===== config.mk =====
export PLATFORM = sky130hd
export DESIGN_NAME = neuron_mac_flat
export DESIGN_NICKNAME = d
export VERILOG_FILES = /design/src/rtl/neuron_mac_if.sv /design/src/rtl/neuron_mac.sv /design/src/flat_wrapper.sv
export SDC_FILE = /design/constraint.sdc
export NUM_CORES = 1
export LEC_CHECK = 0
export CORE_MARGIN = 2
export CORE_UTILIZATION = 25
export DETAILED_ROUTE_END_ITERATION = 10
export SLEW_MARGIN = 15
export SYNTH_ARGS = -nofsm -noshare
export SYNTH_HDL_FRONTEND = slang
export SYNTH_SLANG_ARGS = --single-unit

===== constraint.sdc =====
create_clock -name clk -period 6.84 [get_ports clk]
set_input_delay 0.684 -clock clk [delete_from_list [all_inputs] [get_ports clk]]
set_output_delay 0.684 -clock clk [all_outputs]
set_load 0.01 [all_outputs]

===== src/rtl/neuron_mac_if.sv =====
// Handshake/data bundle between the pixel/weight readers, the neuron MAC and
// the activation stage.
interface neuron_mac_if #(
    parameter int DATA_WIDTH = 8,
    parameter int ACC_WIDTH  = 24,
    parameter int OUT_WIDTH  = 16
);
    logic                         start;
    logic signed [ACC_WIDTH-1:0]  bias;
    logic                         in_valid;
    logic                         in_ready;
    logic signed [DATA_WIDTH-1:0] pixel;
    logic signed [DATA_WIDTH-1:0] weight;
    logic                         out_valid;
    logic                         out_ready;
    logic signed [OUT_WIDTH-1:0]  out_data;
    logic                         busy;

    modport master (
        output start, bias, in_valid, pixel, weight, out_ready,
        input  in_ready, out_valid, out_data, busy
    );

    modport slave (
        input  start, bias, in_valid, pixel, weight, out_ready,
        output in_ready, out_valid, out_data, busy
    );
endinterface


===== src/rtl/neuron_mac.sv =====
// Sequential multiply-accumulate for one neuron: streams signed pixel/weight
// pairs, adds the bias, and hands one saturated pre-activation value onward.
module neuron_mac #(
    parameter int DATA_WIDTH = 8,
    parameter int ACC_WIDTH  = 24,
    parameter int NUM_INPUTS = 784,
    parameter int OUT_WIDTH  = 16
) (
    input logic         clk,
    input logic         rst,
    neuron_mac_if.slave bus
);
    localparam int CNT_W = (NUM_INPUTS > 1) ? $clog2(NUM_INPUTS) : 1;
    localparam logic [CNT_W-1:0] LAST = CNT_W'(NUM_INPUTS - 1);
    localparam logic signed [ACC_WIDTH-1:0] SAT_MAX =
        {{(ACC_WIDTH-OUT_WIDTH+1){1'b0}}, {(OUT_WIDTH-1){1'b1}}};
    localparam logic signed [ACC_WIDTH-1:0] SAT_MIN =
        {{(ACC_WIDTH-OUT_WIDTH+1){1'b1}}, {(OUT_WIDTH-1){1'b0}}};

    typedef enum logic [1:0] {S_IDLE, S_ACCUM, S_BIAS, S_OUT} state_e;

    state_e                      state_q, state_d;
    logic signed [ACC_WIDTH-1:0] acc_q, acc_d;
    logic signed [ACC_WIDTH-1:0] bias_q, bias_d;
    logic [CNT_W-1:0]            count_q, count_d;
    logic                        out_valid_q, out_valid_d;
    logic [OUT_WIDTH-1:0]        out_data_q, out_data_d;

    logic signed [2*DATA_WIDTH-1:0] prod;
    logic signed [ACC_WIDTH-1:0]    biased;

    function automatic logic [OUT_WIDTH-1:0] sat(input logic signed [ACC_WIDTH-1:0] a);
        if (a > SAT_MAX)      return {1'b0, {(OUT_WIDTH-1){1'b1}}};
        else if (a < SAT_MIN) return {1'b1, {(OUT_WIDTH-1){1'b0}}};
        else                  return a[OUT_WIDTH-1:0];
    endfunction

    assign prod   = bus.pixel * bus.weight;
    assign biased = acc_q + bias_q;

    always_comb begin
        state_d     = state_q;
        acc_d       = acc_q;
        bias_d      = bias_q;
        count_d     = count_q;
        out_valid_d = out_valid_q;
        out_data_d  = out_data_q;
        case (state_q)
            S_IDLE: begin
                if (bus.start) begin
                    acc_d   = '0;
                    count_d = '0;
                    bias_d  = bus.bias;
                    state_d = S_ACCUM;
                end
            end
            S_ACCUM: begin
                if (bus.in_valid) begin
                    acc_d   = acc_q + ACC_WIDTH'(prod);
                    count_d = count_q + 1'b1;
                    if (count_q == LAST) state_d = S_BIAS;
                end
            end
            S_BIAS: begin
                // Result register is loaded here so it is stable for the whole OUT phase.
                acc_d       = biased;
                out_valid_d = 1'b1;
                out_data_d  = sat(biased);
                state_d     = S_OUT;
            end
            S_OUT: begin
                if (bus.out_ready) begin
                    out_valid_d = 1'b0;
                    out_data_d  = '0;
                    state_d     = S_IDLE;
                end
            end
            default: state_d = S_IDLE;
        endcase
    end

    always_ff @(posedge clk) begin
        if (rst) begin
            state_q     <= S_IDLE;
            acc_q       <= '0;
            bias_q      <= '0;
            count_q     <= '0;
            out_valid_q <= 1'b0;
            out_data_q  <= '0;
        end else begin
            state_q     <= state_d;
            acc_q       <= acc_d;
            bias_q      <= bias_d;
            count_q     <= count_d;
            out_valid_q <= out_valid_d;
            out_data_q  <= out_data_d;
        end
    end

    assign bus.in_ready  = (state_q == S_ACCUM);
    assign bus.busy      = (state_q != S_IDLE);
    assign bus.out_valid = out_valid_q;
    assign bus.out_data  = out_data_q;
endmodule


===== src/flat_wrapper.sv =====
// flat-port wrapper written by rule: the top's interface ports become plain ports
module neuron_mac_flat 
#(
    parameter int DATA_WIDTH = 8,
    parameter int ACC_WIDTH  = 24,
    parameter int NUM_INPUTS = 784,
    parameter int OUT_WIDTH  = 16
)
  (clk, rst, bus_start, bus_bias, bus_in_valid, bus_pixel, bus_weight, bus_out_ready, bus_in_ready, bus_out_valid, bus_out_data, bus_busy);
  neuron_mac_if #(.DATA_WIDTH(DATA_WIDTH), .ACC_WIDTH(ACC_WIDTH), .OUT_WIDTH(OUT_WIDTH)) bus_i ();
  input logic clk;
  input logic rst;
  input wire logic [$bits(bus_i.start)-1:0] bus_start;
  input wire logic [$bits(bus_i.bias)-1:0] bus_bias;
  input wire logic [$bits(bus_i.in_valid)-1:0] bus_in_valid;
  input wire logic [$bits(bus_i.pixel)-1:0] bus_pixel;
  input wire logic [$bits(bus_i.weight)-1:0] bus_weight;
  input wire logic [$bits(bus_i.out_ready)-1:0] bus_out_ready;
  output wire logic [$bits(bus_i.in_ready)-1:0] bus_in_ready;
  output wire logic [$bits(bus_i.out_valid)-1:0] bus_out_valid;
  output wire logic [$bits(bus_i.out_data)-1:0] bus_out_data;
  output wire logic [$bits(bus_i.busy)-1:0] bus_busy;
  assign bus_i.start = bus_start;
  assign bus_i.bias = bus_bias;
  assign bus_i.in_valid = bus_in_valid;
  assign bus_i.pixel = bus_pixel;
  assign bus_i.weight = bus_weight;
  assign bus_i.out_ready = bus_out_ready;
  assign bus_in_ready = bus_i.in_ready;
  assign bus_out_valid = bus_i.out_valid;
  assign bus_out_data = bus_i.out_data;
  assign bus_busy = bus_i.busy;
  neuron_mac #(.DATA_WIDTH(DATA_WIDTH), .ACC_WIDTH(ACC_WIDTH), .NUM_INPUTS(NUM_INPUTS), .OUT_WIDTH(OUT_WIDTH)) u_core (.clk(clk), .rst(rst), .bus(bus_i));
endmodule

==> reports/metrics.yaml <==
synth_cells: 1018
yosysTopAreaCell: "fa_1"
status: "complete, no violations"
drc: 0
cts_tree: "done"
cp_max_fo: 10
placed_area_um2: 9960
nFillCells: 3662
yosysSeqAreaShare_pct: 17.5
grt_max_degree: 59
die_w_um: 192
gp_congestion: 0.840
grt_pass1_wl_mm: 39.7
cp.required_ns: 7.08
area_growth_pct: 16.8
finalCritPeriodShare_pct: 90.2
synth.distinct_cells: 70
clkTransAtPathRegs_ns: 0.06
avgViaCountPerCell: 4.81
ys_top_cells_by_count: "inv_1, nand2_1, fa_1"
overflow: 0
fin_skew_ns: 0.00921
ant_nets: 0
slew_violations: 0
cp_top_family: "adder cells"
fin_crit_ns: 6.17
synth_top_cell_area_share_pct: 23.8
clock-sinks: 77
drive_gt1_share_pct: 5.39
cp-end-kind: "flop"
start_util_pct: 25.5
wl_mm: 23.6
hold_class: "flop to flop"
track_usage_pct: 13.6
critPathKind: "input port to flop"
yosysWarnings: 0
synthTopCellsByArea: "fa_1, dfxtp_1, ha_1, inv_1, nand2_1"
fin_tns_setup_ns: 0
yosys_most_used_dff: "dfxtp_1"
diodes: 0
grt_antenna_before_repair: 0
drt-initial-drc-count: 450
critPathMaxStageDelay_ns: 0.63
cts-buffers-inserted: 9
cts_root_buffer: "clkbuf_16"
fp-row-count: 68
drtPass1Iterations: 5
core_um2: 34600
slew_headroom_pct: 26.3
cts_resized: 0
setup_ws_ns: 0.667
cp-start-kind: "input port"
placed_cells: 1516
mappedNetlistNets: 1250
timing.fmax_mhz: 162
critPathArrivalTime_ns: 6.42
synthesis.area_um2: 8810
ys_ff_latch: 77
register_area_um2: 1540
fin_area_um2: 10300
final_cells: 1532
rsz0062_at_grt: "no"
h-tree-depth: 3
utilization_pct: 29.7
wl_per_cell_um: 15.4
crit_chain: "clkdlybuf4s50_1 -> and2_1 -> buf_4 -> fa_1 -> inv_1 -> fa_1 -> inv_1 -> fa_1 -> fa_1 -> ha_1 -> ha_1 -> nand2_1 -> nor2_1 -> and3_1 -> nand3_1 -> and2_1 -> o21ai_0 -> a41oi_1 -> mux2i_1 -> a221oi_1"
nNetsFinal: 1304
clk-insertion-delay-late_ns: 0.35
io_buffer_count: 63
ys_async_sr_fraction_pct: 0
hold_viol: 0
post-cts-setup-buffer-count: 0
crit_buf_inv: 4
die_h_um: 192
cellPowerDensity_nw_per_um2: 422
clock_path_buffers: 2
synth_edf_count: 0
cap_viol_max_count: 0
avgSynthCellArea_um2: 8.66
dp_hpwl_mm: 19.3
cp_common_cell: "fa_1"
tightest_slew_ns: 1.10
holdBufCountCts: 0
leakagePower_nw: 4.57
io_pins: 64
dieArea_um2: 36800
peakVddDrop_mv: 0.199
vias: 7364
multi_input_area_um2: 6700
dp_slack_ns: 0.280
grt_pass1_vias: 7376
slowest_stage: "clkdlybuf4s50_1"
setup_viol: 0
## cell usage in the layout, fill, tap and decap left out, types with 6 or more instances in the layout
| cell | instances |
|---|---|
| xor2_1 | 16 |
| a31oi_1 | 6 |
| nor2_1 | 68 |
| or3_1 | 11 |
| nand4_1 | 8 |
| nor3_1 | 19 |
| dfxtp_1 | 77 |
| nor2b_1 | 7 |
| nand3_1 | 30 |
| a21oi_1 | 81 |
| a22oi_1 | 13 |
| nand2_1 | 114 |
| o21ai_0 | 25 |
| clkdlybuf4s50_1 | 62 |
| o21a_1 | 7 |
| clkbuf_16 | 9 |
| a21o_1 | 13 |
| a211oi_1 | 13 |
| xnor2_1 | 19 |
| a32oi_1 | 16 |
| inv_1 | 114 |
| nand3_2 | 10 |
| nand2b_1 | 10 |
| buf_4 | 12 |
| fa_1 | 105 |
| and2_1 | 42 |
| and3_1 | 7 |
| ha_1 | 82 |
## cell families after synthesis
| group | after synthesis | synth area share (%) |
|---|---|---|
| AOI/OAI and AO/OA | 221 | 16.9 |
| xor gates and xnor gates | 36 | 3.58 |
| DFF | 77 | 17.5 |
| adders and majority gates | 187 | 35.5 |
| and+or+nand+nor | 348 | 19.8 |
| muxes | 2 | 0.227 |
| buffers and inverters | 147 | 6.54 |
## routing by layer
metal	part of all wire, %	global-route usage (%)
met1	52	21.0
met5	0	0
met4	0.68	2.16
met2	41	19.7
met3	5.9	2.28
## layout make-up
type | instances | area share [%]
inverters | 115 | 4.19
clock inverters | 6 | 0.912
repair buffers | 75 | 6.95
well taps | 455 | 5.53
multi-input cells | 794 | 65.1
clock buffers | 10 | 2.32
flip-flops and latches | 77 | 15.0
## worst min-delay path: cells and delay by family, from the launching register on
family	cells	cell delay, ns
DFF	1	0.31
AOI/OAI and AO/OA	1	0.05
and+or+nand+nor	1	0.05
## per-stage QoR
stage	total power, mW	hold WS (ns)
final	4.34	0.463
after global routing	4.82	0.486
after CTS	4.35	0.466
after floorplan	2.98	0.441
after detailed placement	3.78	0.455
after global placement	3.74	0.452
## final timing paths
kind	from	endpoint	slack (ns)	depth (start not counted)
hold reg to reg	u_core.bias_q[15]	u_core.bias_q[15]	0.46	2
setup reg to reg	u_core.acc_q[6]	u_core.acc_q[22]	1.40	19
hold / removal	u_core.bias_q[15]	u_core.bias_q[15]	0.46	2
setup / recovery	bus_pixel[7]	u_core.acc_q[23]	0.67	20
## where the power goes
group	internal [mW]	switching, mW	total, mW
clock	0.333	0.204	0.536
sequential	0.539	0.0972	0.636
combinational	1.35	1.82	3.17
total	2.22	2.12	4.34
## state kept, by name, indices dropped and copies added, names as in the netlist
name                  count
u_core.bias_q            24
u_core.bus.out_data      16
u_core.count_q           10
u_core.acc_q             24
u_core.bus.out_valid      1
u_core.state_q            2
No activity file was read; power rests on OpenSTA's default activity.
